### src/rtl/spi_dac_pkg.sv
// Shared types and constants for the SPI DAC controller.
package spi_dac_pkg;

    // Controller sequencing: shift a frame, hold csn, enforce CS-high time,
    // then optionally strobe LDAC.
    typedef enum logic [2:0] {
        ST_IDLE,
        ST_SHIFT,
        ST_TAIL,
        ST_GAP,
        ST_LDAC
    } state_t;

    // LDAC_MODE encodings
    localparam int LDAC_PER_FRAME = 0;
    localparam int LDAC_ON_LAST   = 1;

    // Width of the channel select field; a single device still gets one bit.
    function automatic int ch_width(input int n);
        return (n > 1) ? $clog2(n) : 1;
    endfunction

endpackage

### src/rtl/spi_dac_ctrl_if.sv
// Word handshake between the control datapath and the SPI DAC controller.
interface spi_dac_ctrl_if #(
    parameter int DATA_W = 16,
    parameter int CH_W   = 1
);
    logic              in_valid;
    logic              in_ready;
    logic [DATA_W-1:0] in_data;
    logic [CH_W-1:0]   in_ch;
    logic              in_last;

    modport master (
        output in_valid, in_data, in_ch, in_last,
        input  in_ready
    );

    modport slave (
        input  in_valid, in_data, in_ch, in_last,
        output in_ready
    );
endinterface

### src/rtl/spi_clk_gen.sv
// Half-period tick generator: one tick every CLK_DIV clk cycles while not
// cleared. The controller toggles sclk and advances phases on these ticks,
// so no derived clock ever exists.
module spi_clk_gen #(
    parameter int CLK_DIV = 4
) (
    input  logic clk,
    input  logic resetn,
    input  logic clear,
    output logic tick
);
    localparam int                CNT_W = $clog2(CLK_DIV + 1);
    localparam logic [CNT_W-1:0]  TERM  = CNT_W'(CLK_DIV - 1);

    logic [CNT_W-1:0] cnt;

    // Count up to the terminal value and restart; held at zero while cleared
    // so the first phase after leaving idle is a full CLK_DIV cycles.
    always_ff @(posedge clk) begin
        if (!resetn || clear)
            cnt <= '0;
        else if (cnt == TERM)
            cnt <= '0;
        else
            cnt <= cnt + 1'b1;
    end

    assign tick = !clear && (cnt == TERM);

endmodule

### src/rtl/spi_dac_ctrl.sv
// SPI master for serial-input DACs: one word per handshake, MSB first,
// per-device active-low chip select, LDAC after each frame or after a
// tagged group. Outputs are decoded from registered state only.
module spi_dac_ctrl
    import spi_dac_pkg::*;
#(
    parameter int DATA_W    = 16,
    parameter int CLK_DIV   = 4,
    parameter int NUM_CH    = 1,
    parameter int LDAC_MODE = LDAC_PER_FRAME
) (
    input  logic              clk,
    input  logic              resetn,
    spi_dac_ctrl_if.slave     bus,
    output logic              sclk,
    output logic              mosi,
    output logic [NUM_CH-1:0] csn,
    output logic              ldac_n,
    output logic              busy,
    output logic              err
);
    localparam int               CH_W     = ch_width(NUM_CH);
    localparam int               BIT_W    = $clog2(DATA_W + 1);
    localparam logic [BIT_W-1:0] LAST_BIT = BIT_W'(DATA_W - 1);

    state_t            state_q, state_d;
    logic [DATA_W-1:0] shreg;
    logic [CH_W-1:0]   ch_q;
    logic              last_q;
    logic              sclk_q;
    logic              err_q;
    logic [BIT_W-1:0]  bit_cnt;
    logic              tick;
    logic              idle;
    logic              accept;
    logic              ch_ok;
    logic              frame_act;
    logic              ldac_wanted;

    assign idle        = (state_q == ST_IDLE);
    assign accept      = bus.in_valid && idle;
    assign ch_ok       = int'(bus.in_ch) < NUM_CH;
    assign frame_act   = (state_q == ST_SHIFT) || (state_q == ST_TAIL);
    assign ldac_wanted = (LDAC_MODE == LDAC_PER_FRAME) ||
                         ((LDAC_MODE == LDAC_ON_LAST) && last_q);

    spi_clk_gen #(
        .CLK_DIV (CLK_DIV)
    ) u_clk_gen (
        .clk    (clk),
        .resetn (resetn),
        .clear  (idle),
        .tick   (tick)
    );

    // State register.
    always_ff @(posedge clk) begin
        if (!resetn)
            state_q <= ST_IDLE;
        else
            state_q <= state_d;
    end

    // Next-state: every non-idle phase lasts a whole number of ticks; SHIFT
    // ends on the falling half-period of the last bit.
    always_comb begin
        state_d = state_q;
        case (state_q)
            ST_IDLE:  if (accept && ch_ok)                        state_d = ST_SHIFT;
            ST_SHIFT: if (tick && sclk_q && bit_cnt == LAST_BIT)  state_d = ST_TAIL;
            ST_TAIL:  if (tick)                                   state_d = ST_GAP;
            ST_GAP:   if (tick) state_d = ldac_wanted ? ST_LDAC : ST_IDLE;
            ST_LDAC:  if (tick)                                   state_d = ST_IDLE;
            default:                                              state_d = ST_IDLE;
        endcase
    end

    // Datapath: latch the word on accept, then toggle sclk on each tick and
    // shift on the falling half so mosi changes at the start of a low phase.
    always_ff @(posedge clk) begin
        if (!resetn) begin
            shreg   <= '0;
            ch_q    <= '0;
            last_q  <= 1'b0;
            bit_cnt <= '0;
            sclk_q  <= 1'b0;
            err_q   <= 1'b0;
        end else begin
            err_q <= accept && !ch_ok;
            if (accept && ch_ok) begin
                shreg   <= bus.in_data;
                ch_q    <= bus.in_ch;
                last_q  <= bus.in_last;
                bit_cnt <= '0;
                sclk_q  <= 1'b0;
            end else if (state_q == ST_SHIFT && tick) begin
                if (!sclk_q) begin
                    sclk_q <= 1'b1;
                end else begin
                    sclk_q <= 1'b0;
                    // Final bit keeps its value on mosi through TAIL.
                    if (bit_cnt != LAST_BIT) begin
                        bit_cnt <= bit_cnt + 1'b1;
                        shreg   <= {shreg[DATA_W-2:0], 1'b0};
                    end
                end
            end
        end
    end

    // One chip select per device, low only while its frame is on the wire.
    for (genvar i = 0; i < NUM_CH; i++) begin : g_csn
        assign csn[i] = ~(frame_act && (ch_q == CH_W'(i)));
    end

    assign mosi         = frame_act && shreg[DATA_W-1];
    assign sclk         = sclk_q;
    assign ldac_n       = (state_q != ST_LDAC);
    assign bus.in_ready = idle;
    assign busy         = !idle;
    assign err          = err_q;

endmodule
### src/flat_wrapper.sv
// flat-port wrapper written by rule: the top's interface ports become plain ports
module spi_dac_ctrl_flat import spi_dac_pkg::*;
#(
    parameter int DATA_W    = 16,
    parameter int CLK_DIV   = 4,
    parameter int NUM_CH    = 1,
    parameter int LDAC_MODE = LDAC_PER_FRAME
)
  (clk, resetn, sclk, mosi, csn, ldac_n, busy, err, bus_in_valid, bus_in_data, bus_in_ch, bus_in_last, bus_in_ready);
  spi_dac_ctrl_if #(.DATA_W(DATA_W)) bus_i ();
  input  logic clk;
  input  logic resetn;
  output logic sclk;
  output logic mosi;
  output logic [NUM_CH-1:0] csn;
  output logic ldac_n;
  output logic busy;
  output logic err;
  input wire logic [$bits(bus_i.in_valid)-1:0] bus_in_valid;
  input wire logic [$bits(bus_i.in_data)-1:0] bus_in_data;
  input wire logic [$bits(bus_i.in_ch)-1:0] bus_in_ch;
  input wire logic [$bits(bus_i.in_last)-1:0] bus_in_last;
  output wire logic [$bits(bus_i.in_ready)-1:0] bus_in_ready;
  assign bus_i.in_valid = bus_in_valid;
  assign bus_i.in_data = bus_in_data;
  assign bus_i.in_ch = bus_in_ch;
  assign bus_i.in_last = bus_in_last;
  assign bus_in_ready = bus_i.in_ready;
  spi_dac_ctrl #(.DATA_W(DATA_W), .CLK_DIV(CLK_DIV), .NUM_CH(NUM_CH), .LDAC_MODE(LDAC_MODE)) u_core (.clk(clk), .resetn(resetn), .bus(bus_i), .sclk(sclk), .mosi(mosi), .csn(csn), .ldac_n(ldac_n), .busy(busy), .err(err));
endmodule
### config.mk
export PLATFORM = sky130hd
export DESIGN_NAME = spi_dac_ctrl_flat
export DESIGN_NICKNAME = d
export VERILOG_FILES = /design/src/rtl/spi_dac_pkg.sv /design/src/rtl/spi_dac_ctrl_if.sv /design/src/rtl/spi_clk_gen.sv /design/src/rtl/spi_dac_ctrl.sv /design/src/flat_wrapper.sv
export SDC_FILE = /design/constraint.sdc
export NUM_CORES = 1
export LEC_CHECK = 0
export ABC_AREA = 1
export CELL_PAD_IN_SITES_DETAIL_PLACEMENT = 0
export CELL_PAD_IN_SITES_GLOBAL_PLACEMENT = 1
export CORE_UTILIZATION = 41
export CTS_BUF_LIST = sky130_fd_sc_hd__clkbuf_8
export DETAILED_ROUTE_END_ITERATION = 8
export PLACE_DENSITY_LB_ADDON = 0.1
export SLEW_MARGIN = 20
export SYNTH_ARGS = -nofsm -noshare
export SYNTH_HDL_FRONTEND = slang
export SYNTH_SLANG_ARGS = --single-unit
### constraint.sdc
create_clock -name clk -period 4 [get_ports clk]
set_clock_uncertainty 0.05 [all_clocks]
set_input_delay 0.6 -clock clk [delete_from_list [all_inputs] [get_ports clk]]
set_output_delay 0.6 -clock clk [all_outputs]
set_load 0.02 [all_outputs]
== Yosys cells after proc, flatten, opt, wreduce, memory -nomap -nowiden ==
Index checks and enable logic that the tools add are counted.

* Add/subtract/negate cells: 2
* Order comparisons: 1
* Equality and inequality tests: 13
* Mux-type cells: 11
* Bitwise gates (word level): 3
* Reductions and logical operators: 23

{| class="wikitable"
|+ Operators by type and width
! cell !! count
|-
| 16-bit two-way mux || 4
|-
| 3-bit two-way mux || 5
|-
| 3-bit case mux with 5 select lines || 1
|-
| 3-bit by 2-bit equality test with 1-bit output, second input constant || 3
|-
| 1-bit logical AND || 9
|-
| 2-bit by 1-bit != test with 1-bit output, second input constant || 4
|-
| 3-bit AND reduction || 2
|-
| 2-bit nonzero test || 3
|-
| 5-bit by 1-bit adder with 5-bit output, second input constant || 1
|-
| 5-bit by 4-bit equality test with 1-bit output, second input constant || 1
|-
| 5-bit by 4-bit != test with 1-bit output, second input constant || 1
|-
| 5-bit AND reduction || 1
|-
| 2-bit OR reduction || 2
|-
| 3-bit by 1-bit adder with 3-bit output, second input constant || 1
|-
| 3-bit by 1-bit equality test with 1-bit output, second input constant || 1
|-
| 3-bit equality test, second input constant || 1
|-
| 1-bit zero test || 3
|-
| 3-bit zero test || 1
|-
| 3-bit != test, second input constant || 1
|-
| 1-bit NOT || 3
|-
| 1-bit logical OR || 2
|-
| 2-bit != test, second input constant || 1
|-
| 1-bit less-than comparator, second input constant || 1
|-
| 1-bit two-way mux || 1
|}

* Bits in registers: 30
* Bits of input ports: 21
* Logic and storage cells: 60

== Depth between registers and ports, before layout ==
* Word-level depth: 7
* Gate-level depth with buffers: 11

== Modules after synthesis ==
A second synthesis with hierarchy kept.

* Cell total of the unflattened synthesis: 233
* Area, all modules: 1554.0 um2

{| class="wikitable"
|+ Modules (own cells, without submodules)
! module !! times used !! cells each !! area each (um2) !! seq. area each (um2)
|-
| spi_dac_ctrl || 1 || 219 || 1435.1 || 540.5
|-
| spi_clk_gen || 1 || 14 || 118.9 || 60.1
|}

== Least setup slack after synthesis ==
OpenSTA, ideal clock, no wires.

* Path kind: register -> output
* From: register u_core.state_q[0]
* To: output port busy
* Data arrival time: 1.120 ns
* Slack: 2.230 ns
* Cell stages (with the launch flop): 3
* Cells stage by stage: dfxtp_1 nor3_2 inv_1

* Cells in the longest elaborated chain, start to end: 2

{| class="wikitable"
|+ Ends and longest elaborated chain
! item !! line !! text
|-
| from (decl) || spi_dac_ctrl.sv:26 || <nowiki>state_t state_q, state_d;</nowiki>
|-
| from (signal assigned) || spi_dac_ctrl.sv:61 || <nowiki>state_q <= state_d;</nowiki>
|-
| 3-bit zero test || spi_dac_ctrl.sv:40 || <nowiki>assign idle = (state_q == ST_IDLE);</nowiki>
|-
| net bus_in_ready || flat_wrapper.sv:23 || <nowiki>output wire logic [$bits(bus_i.in_ready)-1:0] bus_in_ready;</nowiki>
|-
| 1-bit zero test || spi_dac_ctrl.sv:120 || <nowiki>assign busy = !idle;</nowiki>
|-
| to (decl) || flat_wrapper.sv:17 || <nowiki>output logic busy;</nowiki>
|}

The timed path passes the listed nets, and every way through them passes these cells.

== Worst setup path in the final report ==
* From: register u_core.state_q[1]
* To: output port mosi

* Cells in the longest elaborated chain, start to end: 3
* Elaborated cells between the ends (all ways): 4
* Those cells by class: 2 x eq/ne; 2 x reduce/logical

{| class="wikitable"
|+ Ends and longest elaborated chain
! item !! line !! text
|-
| 3-bit by 1-bit equality test with 1-bit output or 3-bit by 2-bit equality test with 1-bit output (tied branches) || spi_dac_ctrl.sv:43 || <nowiki>assign frame_act = (state_q == ST_SHIFT) || (state_q == ST_TAIL);</nowiki>
|-
| 1-bit logical OR * || spi_dac_ctrl.sv:43 ||
|-
| 1-bit logical AND * || spi_dac_ctrl.sv:116 || <nowiki>assign mosi = frame_act && shreg[DATA_W-1];</nowiki>
|-
| to (decl) || flat_wrapper.sv:14 || <nowiki>output logic mosi;</nowiki>
|}

Mark *: on every way between the ends. The rest lies on a longest branch, timed or not.

==> PnR_summary.wiki <==
{| class="wikitable"
! Metric !! Value
|-
| Number of hold buffers added after cts || 0
|-
| Period utilization || 61.7%
|-
| Critical Path Source Type || register
|-
| Post-synth design cell area || 0.00155 mm²
|-
| Clock tree from TritonCTS || built
|-
| Largest area contributor in the synthesized netlist || sky130_fd_sc_hd__dfxtp_1
|-
| Count of pins over their slew limit || 0
|-
| Switching power total || 0.265 mW
|-
| Unrepaired setup endpoints after global routing || false
|-
| Number of flops mapped to enable cells by yosys || 0
|-
| Overflow left after global routing || 0
|-
| Detailed-router iteration count before antenna repair || 4
|-
| Largest cells by area after synthesis || sky130_fd_sc_hd__dfxtp_1 39%, sky130_fd_sc_hd__nand2_1 11%, sky130_fd_sc_hd__a21oi_1 8.1%, sky130_fd_sc_hd__nand3_1 8.1%, sky130_fd_sc_hd__inv_1 7.7%
|-
| Crit Reg-Reg Endpoint || u_core.shreg[11]
|-
| Number of remaining DRC errors || 0
|-
| Number of buffers added by the clock tree synthesis step || 5
|-
| PwrDens || 422 mW/mm²
|-
| Chip Width || 63.5 µm
|-
| Number of hold violations in the final report || 0
|-
| Number of clock sinks || 30
|-
| Sort of element at the end of the critical path || output port
|-
| Primary FF master, synth || sky130_fd_sc_hd__dfxtp_1
|-
| I/O Buffers || 26
|-
| Insertion delay to the later sink of the worst-skew pair || 0.28 ns
|-
| Number of antenna-violating nets in the routed design || 0
|-
| Mean routed wirelength per cell || 10.4 µm
|-
| Crit path setup slack, layout || 1.53 ns
|-
| Fmax || 405 MHz
|-
| Flip-flop and latch count after synthesis || 30
|-
| Max capacitance violation total || 0
|-
| Launch instance of the worst register-to-register path || u_core.bit_cnt[0]
|-
| Sequential Power Share || 43.0%
|-
| Min Clock Period, post-route || 2.47 ns
|-
| Via count of the first global-routing pass || 1316
|-
| Combinational share of power || 29.4%
|-
| Clock Pin Slew Worst Setup and Hold Paths || 0.06 ns
|-
| Fill cell instance count of the final layout || 357
|-
| Core region area || 0.00347 mm²
|-
| Maximum number of pins on one net before global-route repair || 50
|-
| Initial Utilization || 44.7%
|-
| Run status || complete, no violations
|-
| Endpoints failing setup || 0
|-
| Drt via density || 4.87
|-
| Buffer type at the clock tree root || sky130_fd_sc_hd__clkbuf_8
|-
| Number of nets produced by synthesis || 241
|-
| Slew @ Worst Pin || 0.665 ns
|-
| Routed vias || 1394
|-
| Detailed placer's ending HPWL || 2.10 mm
|-
| Area growth from synthesis to final layout || 21.3%
|-
| Final Non-Filler Cells || 286
|-
| Diodes inserted || 0
|-
| Post-CTS setup buffer count || 0
|-
| H-tree Lvls || 2
|-
| Post-synthesis async set-or-reset flop share || 0%
|-
| Maximum clock insertion buffer count || 2
|-
| Clock Power Share || 27.6%
|-
| Hold Crit Class || reg2reg
|-
| Floorplan die area || 0.00403 mm²
|-
| P_int || 0.529 mW
|-
| Number of warnings reported in the yosys synthesis log || 0
|-
| Total global routing track utilization || 16.9%
|-
| Sequential fraction of the synthesis area || 38.7%
|-
| DP Worst Slack || 1.45 ns
|-
| Start point of the worst min-delay path || u_core.u_clk_gen.cnt[0]
|-
| Count of instances resized after the clock tree is built || 0
|-
| Cell leakage power || 0.737 nW
|-
| Arr. time, crit path || 1.82 ns
|-
| Sw frac || 33.4%
|-
| Wire length of the first global-routing pass || 5.19 mm
|-
| Hold Path End || u_core.u_clk_gen.cnt[0]
|-
| Fin Hold WS || 0.373 ns
|-
| Worst endpoint required time || 3.35 ns
|-
| Fin nets || 265
|-
| Total wire length || 2.98 mm
|-
| Worst-path fanout max || 6
|-
| Share of the core filled with cells in the final layout || 54.3%
|-
| Cell count after placement || 279
|-
| Vertical extent of the die || 63.5 µm
|-
| Worst setup path class || reg2out
|-
| Worst R2R Path Depth || 9
|-
| Total I/O pin count || 28
|-
| Post-synthesis area per instance || 7.18 µm²
|-
| Highest ir drop seen on vdd || 264 µV
|-
| Number of placement rows || 21
|-
| Number of antenna violations at the first check in global routing || 0
|-
| Area taken by flip-flops and latches || 601 µm²
|-
| Setup TNS Final || 0 ns
|-
| Global placer's final weighted congestion || 0.800
|-
| Area share of the largest cell type after synthesis || 38.7%
|-
| Post-synthesis cell type count || 24
|-
| Ratio of cells with drive above 1 in the final layout || 6.67%
|-
| Number of instances in the synthesized netlist || 216
|-
| Slew HR || 55.6%
|-
| Area taken by multi-input logic gates || 763 µm²
|-
| Internal reg-to-reg setup slack || 1.99 ns
|-
| Worst Hold Depth || 1
|-
| Iteration-0 DRC Markers || 75
|}
## power by group through the flow
| stage | Clock [mW] | Combinational, mW | Sequential (mW) |
|---|---|---|---|
| after global placement | 0 | 0.230 | 0.346 |
| after floorplan | 0 | 0.170 | 0.346 |
| after global routing | 0.249 | 0.257 | 0.344 |
| final | 0.220 | 0.233 | 0.341 |
| after detailed placement | 0 | 0.233 | 0.347 |
| after CTS | 0.229 | 0.234 | 0.341 |
## registers in the layout, indices dropped and copies added, names as in the netlist
name	cells
u_core.shreg	16
u_core.bit_cnt	5
u_core.state_q	3
u_core.u_clk_gen.cnt	3
u_core.ch_q	1
u_core.err	1
u_core.sclk	1
## worst max path at each step
stage	slack, ns	to	depth (start not counted)	from
floorplan	2.23	busy	2	u_core.state_q[0]
global placement	1.50	u_core.bit_cnt[4]	6	bus_in_valid
detailed placement	1.45	u_core.bit_cnt[4]	6	bus_in_valid
CTS	1.51	mosi	6	u_core.state_q[1]
global route	1.39	mosi	6	u_core.state_q[1]
finish	1.53	mosi	6	u_core.state_q[1]
## layout by cell type, fill, tap and decap left out, drive strengths merged
cell type      count
nand4              7
clkinv             1
inv               34
nand2             46
nor2              16
clkbuf             5
dfxtp             30
clkdlybuf4s50     26
xnor2              1
nor3               1
o21ai             17
a21oi             25
xor2               2
ha                 4
nand3             25
## final cells by class
type / instances / area share, %
Tap cell: 46 / 3.06
Clock inverter: 2 / 0.399
Inverter: 33 / 6.58
Clock buffer: 5 / 3.66
Timing Repair Buffer: 26 / 13.8
Sequential cell: 30 / 31.9
Multi-Input combinational cell: 144 / 40.6
## logic make-up after synthesis
group / count (synthesis) / share of synthesized area (%)
and+or+nand+nor: 95 / 29.8
AOI/OAI and AO/OA: 42 / 14.5
buffers and inverters: 42 / 12.1
DFF: 30 / 38.7
adders and majority gates: 4 / 3.23
xor gates and xnor gates: 3 / 1.69
## layer usage
layer	routed length, µm	share of wire (%)	track usage (%)
met1	1330	45	16.3
met2	1460	49	31.0
met3	132	4.4	5.80
met4	57	1.9	9.09
met5	0	0	0
## per-stage QoR
step	instance area [µm²]	total power [mW]
finish	1880	0.794
floorplan	1550	0.515
global route	1880	0.851
CTS	1880	0.804
detailed placement	1810	0.581
global placement	1810	0.576
## critical path, cell delays in order, from the launching register on
cell and delay, ns:
sky130_fd_sc_hd__dfxtp_1 0.37, sky130_fd_sc_hd__inv_1 0.19, sky130_fd_sc_hd__nand3_1 0.12, sky130_fd_sc_hd__nand2_1 0.09, sky130_fd_sc_hd__inv_1 0.05, sky130_fd_sc_hd__nor2_1 0.11
sky130_fd_sc_hd__clkdlybuf4s50_1 0.62
## Yosys cell counts (3+ instances only)
| cell type | instances |
|---|---|
| sky130_fd_sc_hd__dfxtp_1 | 30 |
| sky130_fd_sc_hd__nor2_1 | 14 |
| sky130_fd_sc_hd__nand4_1 | 5 |
| sky130_fd_sc_hd__nand3_1 | 25 |
| sky130_fd_sc_hd__buf_2 | 3 |
| sky130_fd_sc_hd__o21ai_2 | 4 |
| sky130_fd_sc_hd__a21oi_1 | 25 |
| sky130_fd_sc_hd__buf_6 | 3 |
| sky130_fd_sc_hd__ha_1 | 4 |
| sky130_fd_sc_hd__o21ai_0 | 13 |
| sky130_fd_sc_hd__nand2_1 | 44 |
| sky130_fd_sc_hd__inv_1 | 32 |
No activity file was read; power rests on OpenSTA's default activity.
